## src/rtl/unidade_controle_param.sv

```systemverilog
// Parametrised control unit for the sequence-memory game: shows a growing prefix of the
// sequence ROM on the LEDs, then checks the player's button presses against it.
//
// state         | meaning
// INICIAL       | idle, waiting for iniciar
// INICIALIZA    | clear round/address/timer, capture modo
// INICIA_RODADA | pick first address to display
// MOSTRA_LED    | element shown on leds for T_LED cycles
// INTERVALO     | leds dark for T_GAP cycles
// COMECO_JOGADA | rewind address for the play phase
// ESPERA        | wait for a button edge (optional timeout)
// REGISTRA      | press captured
// COMPARA       | compare captured press with ROM word
// PASSA         | advance to next expected element
// FIM_RODADA    | round complete
// TIMEOUT/ERRO/ACERTO | game over, hold until iniciar
module unidade_controle_param #(
    parameter int N_BTN     = 4,
    parameter int ADDR_W    = 4,
    parameter int N_ROUNDS  = 16,
    parameter int T_LED     = 1000,
    parameter int T_GAP     = 250,
    parameter int T_TIMEOUT = 5000,
    parameter int TMR_W     = 16
) (
    input  logic              clock,
    input  logic              reset,
    input  logic              iniciar,
    input  logic [1:0]        modo,
    input  logic [N_BTN-1:0]  botoes,
    input  logic [N_BTN-1:0]  mem_dado,
    output logic [ADDR_W-1:0] mem_endereco,
    output logic [N_BTN-1:0]  leds,
    output logic              acertou,
    output logic              errou,
    output logic              timeout,
    output logic              pronto,
    output logic [3:0]        db_estado,
    output logic [ADDR_W-1:0] db_rodada
);

    typedef enum logic [3:0] {
        INICIAL       = 4'd0,
        INICIALIZA    = 4'd1,
        INICIA_RODADA = 4'd2,
        MOSTRA_LED    = 4'd3,
        INTERVALO     = 4'd4,
        COMECO_JOGADA = 4'd5,
        ESPERA        = 4'd6,
        REGISTRA      = 4'd7,
        COMPARA       = 4'd8,
        PASSA         = 4'd9,
        FIM_RODADA    = 4'd10,
        TIMEOUT       = 4'd12,
        ERRO          = 4'd13,
        ACERTO        = 4'd14
    } estado_t;

    localparam logic [TMR_W-1:0]  LED_FIM = TMR_W'(T_LED - 1);
    localparam logic [TMR_W-1:0]  GAP_FIM = TMR_W'(T_GAP - 1);
    localparam logic [TMR_W-1:0]  TO_FIM  = TMR_W'(T_TIMEOUT - 1);
    localparam logic [ADDR_W-1:0] ULTIMA  = ADDR_W'(N_ROUNDS - 1);

    estado_t             estado, proxEstado;
    logic [ADDR_W-1:0]   rodada, endereco;
    logic [TMR_W-1:0]    tmr;
    logic [N_BTN-1:0]    prevBotoes, jogReg;
    logic [1:0]          modoReg;
    logic                jogada;

    logic zeraRodada, incRodada;
    logic zeraEndereco, carregaEndereco, incEndereco;
    logic zeraTmr, incTmr;
    logic capturaModo, capturaJogada;

    // A press counts only on a transition from all-released to any-pressed.
    assign jogada = (|botoes) & ~(|prevBotoes);

    always_ff @(posedge clock or negedge reset) begin
        if (!reset) begin
            estado     <= INICIAL;
            rodada     <= '0;
            endereco   <= '0;
            tmr        <= '0;
            prevBotoes <= '0;
            jogReg     <= '0;
            modoReg    <= '0;
        end else begin
            estado     <= proxEstado;
            prevBotoes <= botoes;
            if (zeraRodada)      rodada <= '0;
            else if (incRodada)  rodada <= rodada + 1'b1;
            if (zeraEndereco)         endereco <= '0;
            else if (carregaEndereco) endereco <= rodada;
            else if (incEndereco)     endereco <= endereco + 1'b1;
            if (zeraTmr)         tmr <= '0;
            else if (incTmr)     tmr <= tmr + 1'b1;
            if (capturaModo)     modoReg <= modo;
            if (capturaJogada)   jogReg <= botoes;
        end
    end

    always_comb begin
        proxEstado      = estado;
        zeraRodada      = 1'b0;
        incRodada       = 1'b0;
        zeraEndereco    = 1'b0;
        carregaEndereco = 1'b0;
        incEndereco     = 1'b0;
        zeraTmr         = 1'b0;
        incTmr          = 1'b0;
        capturaModo     = 1'b0;
        capturaJogada   = 1'b0;
        case (estado)
            INICIAL: if (iniciar) proxEstado = INICIALIZA;
            INICIALIZA: begin
                zeraRodada   = 1'b1;
                zeraEndereco = 1'b1;
                zeraTmr      = 1'b1;
                capturaModo  = 1'b1;
                proxEstado   = INICIA_RODADA;
            end
            INICIA_RODADA: begin
                if (modoReg[1]) carregaEndereco = 1'b1;
                else            zeraEndereco    = 1'b1;
                zeraTmr    = 1'b1;
                proxEstado = MOSTRA_LED;
            end
            MOSTRA_LED: begin
                if (tmr == LED_FIM) begin
                    zeraTmr    = 1'b1;
                    proxEstado = INTERVALO;
                end else begin
                    incTmr = 1'b1;
                end
            end
            INTERVALO: begin
                if (tmr == GAP_FIM) begin
                    zeraTmr = 1'b1;
                    if (endereco == rodada) begin
                        proxEstado = COMECO_JOGADA;
                    end else begin
                        incEndereco = 1'b1;
                        proxEstado  = MOSTRA_LED;
                    end
                end else begin
                    incTmr = 1'b1;
                end
            end
            COMECO_JOGADA: begin
                zeraEndereco = 1'b1;
                zeraTmr      = 1'b1;
                proxEstado   = ESPERA;
            end
            ESPERA: begin
                if (jogada) begin
                    capturaJogada = 1'b1;
                    proxEstado    = REGISTRA;
                end else if (modoReg[0] && (tmr == TO_FIM)) begin
                    proxEstado = TIMEOUT;
                end else if (tmr != TO_FIM) begin
                    // Saturate so an untimed wait can last forever without wrapping.
                    incTmr = 1'b1;
                end
            end
            REGISTRA: proxEstado = COMPARA;
            COMPARA: begin
                if (jogReg != mem_dado)    proxEstado = ERRO;
                else if (endereco == rodada) proxEstado = FIM_RODADA;
                else                       proxEstado = PASSA;
            end
            PASSA: begin
                incEndereco = 1'b1;
                zeraTmr     = 1'b1;
                proxEstado  = ESPERA;
            end
            FIM_RODADA: begin
                if (rodada == ULTIMA) begin
                    proxEstado = ACERTO;
                end else begin
                    incRodada  = 1'b1;
                    proxEstado = INICIA_RODADA;
                end
            end
            TIMEOUT, ERRO, ACERTO: if (iniciar) proxEstado = INICIALIZA;
            default: proxEstado = INICIAL;
        endcase
    end

    always_comb begin
        leds         = (estado == MOSTRA_LED) ? mem_dado : '0;
        acertou      = (estado == ACERTO);
        errou        = (estado == ERRO) || (estado == TIMEOUT);
        timeout      = (estado == TIMEOUT);
        pronto       = (estado == ACERTO) || (estado == ERRO) || (estado == TIMEOUT);
        db_estado    = estado;
        mem_endereco = endereco;
        db_rodada    = rodada;
    end

endmodule

```

## config.mk

```make
export PLATFORM = sky130hd
export DESIGN_NAME = unidade_controle_param
export DESIGN_NICKNAME = d
export VERILOG_FILES = /design/src/rtl/unidade_controle_param.sv
export SDC_FILE = /design/constraint.sdc
export NUM_CORES = 1
export LEC_CHECK = 0
export CORE_UTILIZATION = 55
export CTS_BUF_LIST = sky130_fd_sc_hd__clkbuf_8
export DETAILED_ROUTE_END_ITERATION = 8
export PLACE_DENSITY_LB_ADDON = 0.25
export SLEW_MARGIN = 0
export SYNTH_ARGS = -nofsm -noshare
export SYNTH_HDL_FRONTEND = slang
export SYNTH_SLANG_ARGS = --single-unit
```

## constraint.sdc

```tcl
create_clock -name clock -period 5.3 [get_ports clock]
set_clock_uncertainty 0.15 [all_clocks]
set_input_delay 1.06 -clock clock [delete_from_list [all_inputs] [get_ports clock]]
set_output_delay 1.06 -clock clock [all_outputs]
set_load 0.01 [all_outputs]
```

Yosys cells after proc, flatten, opt, wreduce, memory -nomap -nowiden
Cells that the tools add are included.

Register bits after elaboration: 38. Input port bits: 13. Output and inout bits: 20. Word-level logic and storage cells: 90.

$add $sub $neg: 3. Equal/unequal tests: 24. Muxes and demuxes: 39. Bitwise gates (word level): 2. Reduce and logical (&&, ||, !) cells: 15.

Operator list (count): 4-bit 2-to-1 mux (12); 4-bit case mux with 10 select lines (1); 16-bit 2-to-1 mux (2); 4-bit == test (second input constant) (7); 1-bit 2-to-1 mux (17); 16-bit by 1-bit adder with 16-bit output (second input constant) (1); 16-bit by 10-bit == test with 1-bit output (second input constant) (1); 16-bit by 13-bit == test with 1-bit output (second input constant) (1); 16-bit by 8-bit == test with 1-bit output (second input constant) (1); 4-bit by 3-bit == test with 1-bit output (second input constant) (4); 16-bit by 13-bit != test with 1-bit output (second input constant) (1); 4-bit OR reduction (4); 4-bit by 1-bit adder with 4-bit output (second input constant) (2); 4-bit by 2-bit == test with 1-bit output (second input constant) (2); 3-bit 2-to-1 mux (2); 1-bit case mux with 3 select lines (2); 4-bit by 1-bit == test with 1-bit output (second input constant) (1); 4-bit == test (1); 4-bit logical NOT (1); 2-bit != test (second input constant) (2); 4-bit != test (1); 1-bit case mux with 2 select lines (2); 4-bit AND reduction (1); 2-bit nonzero test (2); 9 further kinds (12).

Logic depth before layout (Yosys ltp)
Gate-level depths: netlist (run 1).

Depth after elaboration: 7. Gate-level depth with buffers: 9. Mapped depth without buffers: 8.

Worst setup path after synthesis (run 1)
Ideal clock, no wire load.

Path kind: input to register. Start point: input botoes[1]. End point: register tmr[13]. Library setup time: 0.077 ns. Arrival time: 2.475 ns. Required time: 5.073 ns. Setup slack: 2.598 ns. Stages: 6. Buffers on the path: 0. Path through: nor4_1 -> o211ai_2 -> nor2_1 -> nor2_1 -> or4_1 -> a21oi_1.

Cells in the longest elaborated chain, start to end: 5.

Ends and longest elaborated chain: from (decl) (line 30) `input logic [N_BTN-1:0] botoes,`; 4-bit OR reduction (line 77) `assign jogada = (|botoes) & ~(|prevBotoes);`; 1-bit AND (line 77); 1-bit 2-to-1 mux (line 156) `if (jogada) begin`; 1-bit case mux with 3 select lines (line 114) `case (estado)`; 2-bit nonzero test (no line); to (signal assigned) (line 97) `else if (incTmr) tmr <= tmr + 1'b1;`; to (decl) (line 66) `logic [TMR_W-1:0] tmr;`.

No other way between the ends. A chain may end at the register's enable or synchronous reset.

Final worst setup path (run 1)
Ends and elaborated chain as after synthesis.

==> results.py, run 1 <==
metrics = {
    "die": {
        "fp.coreArea_um2": 4000,
        "rows": 23,
        "die_h_um": 66.33,
        "die_w_um": 66.33,
        "io_pins": 33,
        "initial_core_util_pct": 56.90,
        "dieArea_um2": 4399,
    },
    "hold_path": {
        "hp-class": "flop to flop",
    },
    "sta": {
        "finalSetupTns_ps": 0,
        "hold_viol_final": 0,
        "post-route-min-period_ps": 3600,
        "rsz0062_at_grt": "false",
        "setup_viol": 0,
        "max_freq_ghz": 0.2778,
        "maxSlewHeadroom_pct": 42.87,
        "slew_viol_final": 0,
        "fin_crit_sh_pct": 67.93,
        "timing_worst_slew_pin_value_ps": 857.0,
    },
    "logic_synthesis": {
        "ys_seq_area_share_pct": 41.78,
        "synth_edf_count": 0,
        "yosysTopAreaCellShare_pct": 41.78,
        "yosysTopAreaCell": "dfrtp_1",
        "ys_top_cells_by_area": "dfrtp_1 (42%), nor2_1 (5.1%), xor2_1 (5.0%)",
        "syn_area_um2": 2276,
        "synth_nets": 269,
        "ys_ff_latch": 38,
        "ys_types": 45,
        "synth_cells": 252,
        "yosysWarnings": 0,
        "synth_flop_cell": "dfrtp_1",
        "async_flop_share_pct": 100.0,
        "syn_area_per_cell_um2": 9.031,
    },
    "cts": {
        "clk_path_buf_depth": 2,
        "h-tree-depth": 2,
        "clock_latency_ps": 300,
        "ctsHoldBuffers": 0,
        "root_buffer": "clkbuf_8",
        "clkSinkCount": 38,
        "cts_tree": "done",
        "cts_setup_buffers": 0,
        "ctsResizeCount": 0,
        "path_clk_slew_ps": 70,
        "cts_buffers": 5,
    },
    "grt": {
        "grt_max_degree": 39,
        "grt-ovfl-total": 0,
        "grt_first_pass_wirelength_mm": 8.514,
        "antenna_found_initial": 0,
        "first_global_vias": 1838,
        "grt_util_all_layers_pct": 25.86,
    },
    "worst_setup_path": {
        "worstPathArrival_ps": 3670,
        "crit_top_cell": "nor2_1",
        "crit_type": "primary input to flop",
        "startpoint_type": "primary input",
        "critPathSlowestCell": "or4_1",
        "critPathTopFamily": "simple AND/OR/NAND/NOR gates",
        "crit_fanout": 11,
        "cp-end-kind": "flop",
        "worst-path-buf-inv": 1,
        "crit_chain": "clkdlybuf4s50_1 -> nor4_1 -> o211ai_2 -> nor2_1 -> nor2_1 -> or4_1 -> a21oi_1",
        "slowest_delay_ps": 550,
        "cp.required_ps": 5370,
    },
    "final_layout": {
        "antennaDiodeCount": 0,
        "drive_gt1_share_pct": 7.857,
        "layout.nets": 296,
        "final_cell_count_no_fill": 330,
        "area_delta_synth_final_pct": 18.42,
    },
    "status": {
        "status": "complete, no violations",
    },
    "placement": {
        "hpwl_mm": 3.656,
        "port_buffers": 32,
        "gp_congestion": 0.8783,
        "dp_cells": 322,
    },
    "detailed_routing": {
        "viasPerCell": 6.067,
        "postRouteAntennaNets": 0,
        "drt-initial-drc-count": 246,
        "wl_per_cell_um": 15.64,
        "totalWireLength_mm": 5.161,
        "drtPass1Iterations": 5,
        "drc": 0,
        "num_vias": 2002,
    },
    "flow_run": {
        "max_cap_viol_count": 0,
    },
    "pwr": {
        "vdd_drop_max_mv": 0.1655,
        "p_per_area_nw_per_um2": 465.1,
        "power_leakage_nw": 1.163,
    },
}
-- where the power goes --
group / leakage, nW / internal (mW) / switching [mW]
combinational: 0.607 / 0.259 / 0.320
sequential: 0.503 / 0.352 / 0.117
clock: 0.0524 / 0.103 / 0.102
total: 1.16 / 0.714 / 0.539
-- per-stage QoR --
step                utilization [%]  cell area (µm²)  hold slack, ps  setup WS (ps)  power, mW
global route                  67.38             2695           406.4           1472      1.357
CTS                           67.38             2695           384.9           1696      1.254
detailed placement            65.09             2604           367.3           1443      1.044
floorplan                         -             2276           331.1           2598     0.8501
global placement              65.09             2604           372.4           1535      1.029
finish                        67.38             2695           377.0           1700      1.254
-- logic make-up (layout without fill, tap and decap cells) --
group                      after synthesis  in the layout  synth area share [%]
and+or+nand+nor                        114            114                 26.88
AOI/OAI and AO/OA                       49             49                 13.69
DFF                                     38             38                 41.78
xor gates and xnor gates                20             20                 7.697
buffers and inverters                   17             45                 3.024
muxes                                   10             10                 4.728
adders and majority gates                4              4                 2.199
-- layout by cell type (no fill, tap or decap), types with 2 or more instances in the layout --
master            n
dfrtp_1          38
nor2_1           31
clkdlybuf4s50_1  31
nand2_1          15
nand3_1          15
o21ai_0          15
xor2_1           13
a21oi_1          12
nor3_1            9
and3_1            7
xnor2_1           7
inv_1             6
nand4_1           6
nor2b_1           6
mux2_2            6
clkbuf_8          6
and2_1            5
o31ai_1           5
o211ai_1          4
mux2i_1           4
ha_1              4
or3_1             3
nand2b_1          3
nor4_1            2
nand4b_1          2
or2_2             2
o2111ai_1         2
o21bai_1          2
-- layer usage --
metal  vias up  track usage [%]  share of wire [%]
li1        959                -                  -
met1       974            33.08                 45
met2        60            42.09                 49
met3         9            5.862                4.4
met4         0            10.11                1.4
met5         -                0                  0
-- registers in the layout, indices dropped and copies added, names as in the netlist --
| signal | flops |
|---|---|
| db_rodada | 4 |
| jogReg | 4 |
| db_estado | 4 |
| tmr | 16 |
| modoReg | 2 |
| prevBotoes | 4 |
| mem_endereco | 4 |
-- final timing paths --
| path | slack, ps | endpoint | depth (start not counted) | startpoint |
|---|---|---|---|---|
| min in group asynchronous | 720 | db_estado[0] | 1 | reset |
| max | 1700 | tmr[13] | 7 | botoes[1] |
| max reg2reg | 2150 | tmr[13] | 6 | db_estado[1] |
| max in group asynchronous | 3740 | tmr[1] | 1 | reset |
| min reg2reg | 380 | jogReg[1] | 1 | jogReg[1] |
| min | 380 | jogReg[1] | 1 | jogReg[1] |
-- cells in the mapped netlist (2+ instances only) --
cell type  count
nor3_1         9
clkbuf_1       8
buf_2          4
ha_1           4
o2111ai_1      2
nor2b_1        6
xnor2_1        7
nand3_1       15
o211ai_1       4
o21bai_1       2
inv_1          5
nor2_1        31
nand4_1        6
or3_1          3
xor2_1        13
mux2_2         6
nor4_1         2
nand4b_1       2
a21oi_1       12
mux2i_1        4
or2_2          2
o31ai_1        5
nand2b_1       3
and3_1         7
and2_1         5
dfrtp_1       38
nand2_1       15
o21ai_0       15
-- final cells by class --
cell class | instances | area, µm²
flip-flops and latches | 38 | 950.9
clock buffers | 6 | 82.58
inverters | 5 | 18.77
repair buffers | 32 | 315.3
clock inverters | 2 | 8.758
multi-input cells | 197 | 1256
fillers | 327 | 1305
well taps | 50 | 62.56
No activity file was read; power rests on OpenSTA's default activity.
==> run 2, diff against run 1 <==
Settings changed: CORE_UTILIZATION 55 to 51.
Clock period 5.3 ns to 3.2 ns, I/O delays scaled along.
==> run 2 against run 1 <==
Routed wire length is 1.5% higher. First-iteration DRC count shrank 22%. Combinational power increased by 97%. Total power up 73%. Die area rose by 7.6%. Cell count is 2.7% higher. Sequential share of layout area fell by 0.86 points. Register-to-register slack got worse by 1500 ps. Critical path depth decreased by 4. Largest power group unchanged.
==> results.py, run 2 (synthesized netlist as in run 1, its figures left out) <==
metrics = {
    "final_layout": {
        "layout_common_cells": "dfrtp_1 (38), nor2_1 (31), clkdlybuf4s50_1 (31)",
        "fill_cells": 346,
        "layout.nets": 305,
        "largest_reg_flops": 16,
        "final_common_cell": "dfrtp_1",
        "antennaDiodeCount": 0,
        "largest_register": "tmr",
        "drive_gt1_share_pct": 10.73,
        "final_cell_count_no_fill": 339,
        "area_delta_synth_final_pct": 21.39,
    },
    "detailed_routing": {
        "drt-initial-drc-count": 192,
        "drtPass1Iterations": 4,
        "viasPerCell": 5.941,
        "totalWireLength_mm": 5.239,
        "drc": 0,
        "wl_per_cell_um": 15.45,
        "num_vias": 2014,
        "postRouteAntennaNets": 0,
    },
    "grt": {
        "first_global_vias": 1887,
        "grt_util_all_layers_pct": 25.01,
        "grt_max_degree": 39,
        "grt-ovfl-total": 0,
        "grt_first_pass_wirelength_mm": 8.631,
        "antenna_found_initial": 0,
    },
    "worst_setup_path": {
        "crit_chain": "nor3_1 -> and2_1 -> clkdlybuf4s50_1",
        "r2r-start": "tmr[0]",
        "startpoint_type": "flop",
        "crit_fanout": 5,
        "slowest_delay_ps": 530,
        "crit_type": "flop to output pin",
        "cp-end-kind": "output pin",
        "worstPathArrival_ps": 1950,
        "timing.rr.end": "db_estado[1]",
        "rr_worst_depth": 8,
        "worst-path-buf-inv": 1,
        "cp.required_ps": 2410,
        "critPathTopFamily": "simple AND/OR/NAND/NOR gates",
        "regToRegSetupSlack_ps": 630,
        "critPathSlowestCell": "clkdlybuf4s50_1",
    },
    "cts": {
        "clkSinkCount": 38,
        "path_clk_slew_ps": 80,
        "h-tree-depth": 2,
        "cts_tree": "done",
        "clk_path_buf_depth": 2,
        "clock_latency_ps": 300,
        "ctsResizeCount": 0,
        "cts_setup_buffers": 0,
        "root_buffer": "clkbuf_8",
        "cts_buffers": 5,
        "ctsHoldBuffers": 0,
    },
    "sta": {
        "rsz0062_at_grt": "false",
        "slew_viol_final": 0,
        "post-route-min-period_ps": 2744,
        "hold_viol_final": 0,
        "max_freq_ghz": 0.3645,
        "fin_crit_sh_pct": 85.74,
        "timing_worst_slew_pin_value_ps": 844.7,
        "setup_viol": 0,
        "maxSlewHeadroom_pct": 43.69,
        "worst_slack_ps": 456.3,
        "finalSetupTns_ps": 0,
    },
    "die": {
        "fp.coreArea_um2": 4144,
        "rows": 23,
        "initial_core_util_pct": 54.92,
        "io_pins": 33,
        "die_h_um": 68.80,
        "die_w_um": 68.80,
        "dieArea_um2": 4733,
    },
    "hold_path": {
        "hp-class": "primary input to async pin",
    },
    "placement": {
        "dp_slack_ps": 256.1,
        "port_buffers": 32,
        "gp_congestion": 0.8943,
        "dp_cells": 331,
        "hpwl_mm": 3.775,
    },
    "pwr": {
        "p_int_mw": 1.250,
        "clkPwrFrac_pct": 15.8,
        "vdd_drop_max_mv": 0.3090,
        "power_leakage_nw": 1.209,
        "p_comb_share_pct": 52.5,
        "seqPwrFrac_pct": 31.7,
        "p_sw_mw": 0.9135,
        "p_per_area_nw_per_um2": 783.1,
        "swShare_pct": 42.22,
    },
    "flow_run": {
        "max_cap_viol_count": 0,
    },
    "status": {
        "status": "complete, no violations",
    },
}
## run 2: worst reg2reg max path, delay by kind of cell, from the launching register on
family / cells / cell delay [ps]
AO/OA/AOI/OAI: 3 / 620
adder cells (fa/ha/maj): 1 / 260
buffers and inverters: 1 / 180
flip-flops: 1 / 420
AND/OR/NAND/NOR: 3 / 880
## run 2: through the flow
step                      cell area [µm²]  power [mW]  utilization [%]  hold slack (ps)
after floorplan                      2276       1.408                -            194.4
after global placement               2671       1.788            64.46            375.6
after CTS                            2763       2.160            66.67            322.2
after global routing                 2763       2.326            66.67            367.1
after detailed placement             2671       1.817            64.46            371.5
final                                2763       2.163            66.67            297.8
## run 2: per-layer routing
metal	part of all wire, %	wire [µm]	up-vias	GRT usage [%]
li1	-	-	983	-
met1	46	2406	977	30.87
met2	48	2531	44	42.16
met3	4.1	217	10	5.757
met4	1.6	85	0	9.694
met5	0	0	-	0
## run 2: area by class of cell
class	count	area (µm²)	share of cell area (%)
clock buffer	6	82.58	2.989
clock inverter	2	8.758	0.3170
multi-input combinational	197	1256	45.47
sequential	38	950.9	34.42
inverter	5	18.77	0.6793
tap	50	62.56	2.264
timing repair buffer	41	382.9	13.86
## run 2: how the worst max path moves through the flow
stage / from / end / cells after the start
after floorplan: botoes[1] / tmr[13] / 6
after global placement: botoes[1] / tmr[13] / 7
after detailed placement: botoes[1] / tmr[13] / 7
after CTS: db_estado[2] / leds[1] / 3
after global routing: db_estado[1] / leds[3] / 4
final: db_estado[3] / leds[1] / 3
## run 2: power groups by stage
stage	Sequential, mW	Clock (mW)	Combinational, mW
6_report	0.685	0.342	1.14
5_1_grt	0.701	0.370	1.25
4_1_cts	0.684	0.348	1.13
3_5_place_dp	0.695	0	1.12
3_3_place_gp	0.693	0	1.09
2_1_floorplan	0.712	0	0.696
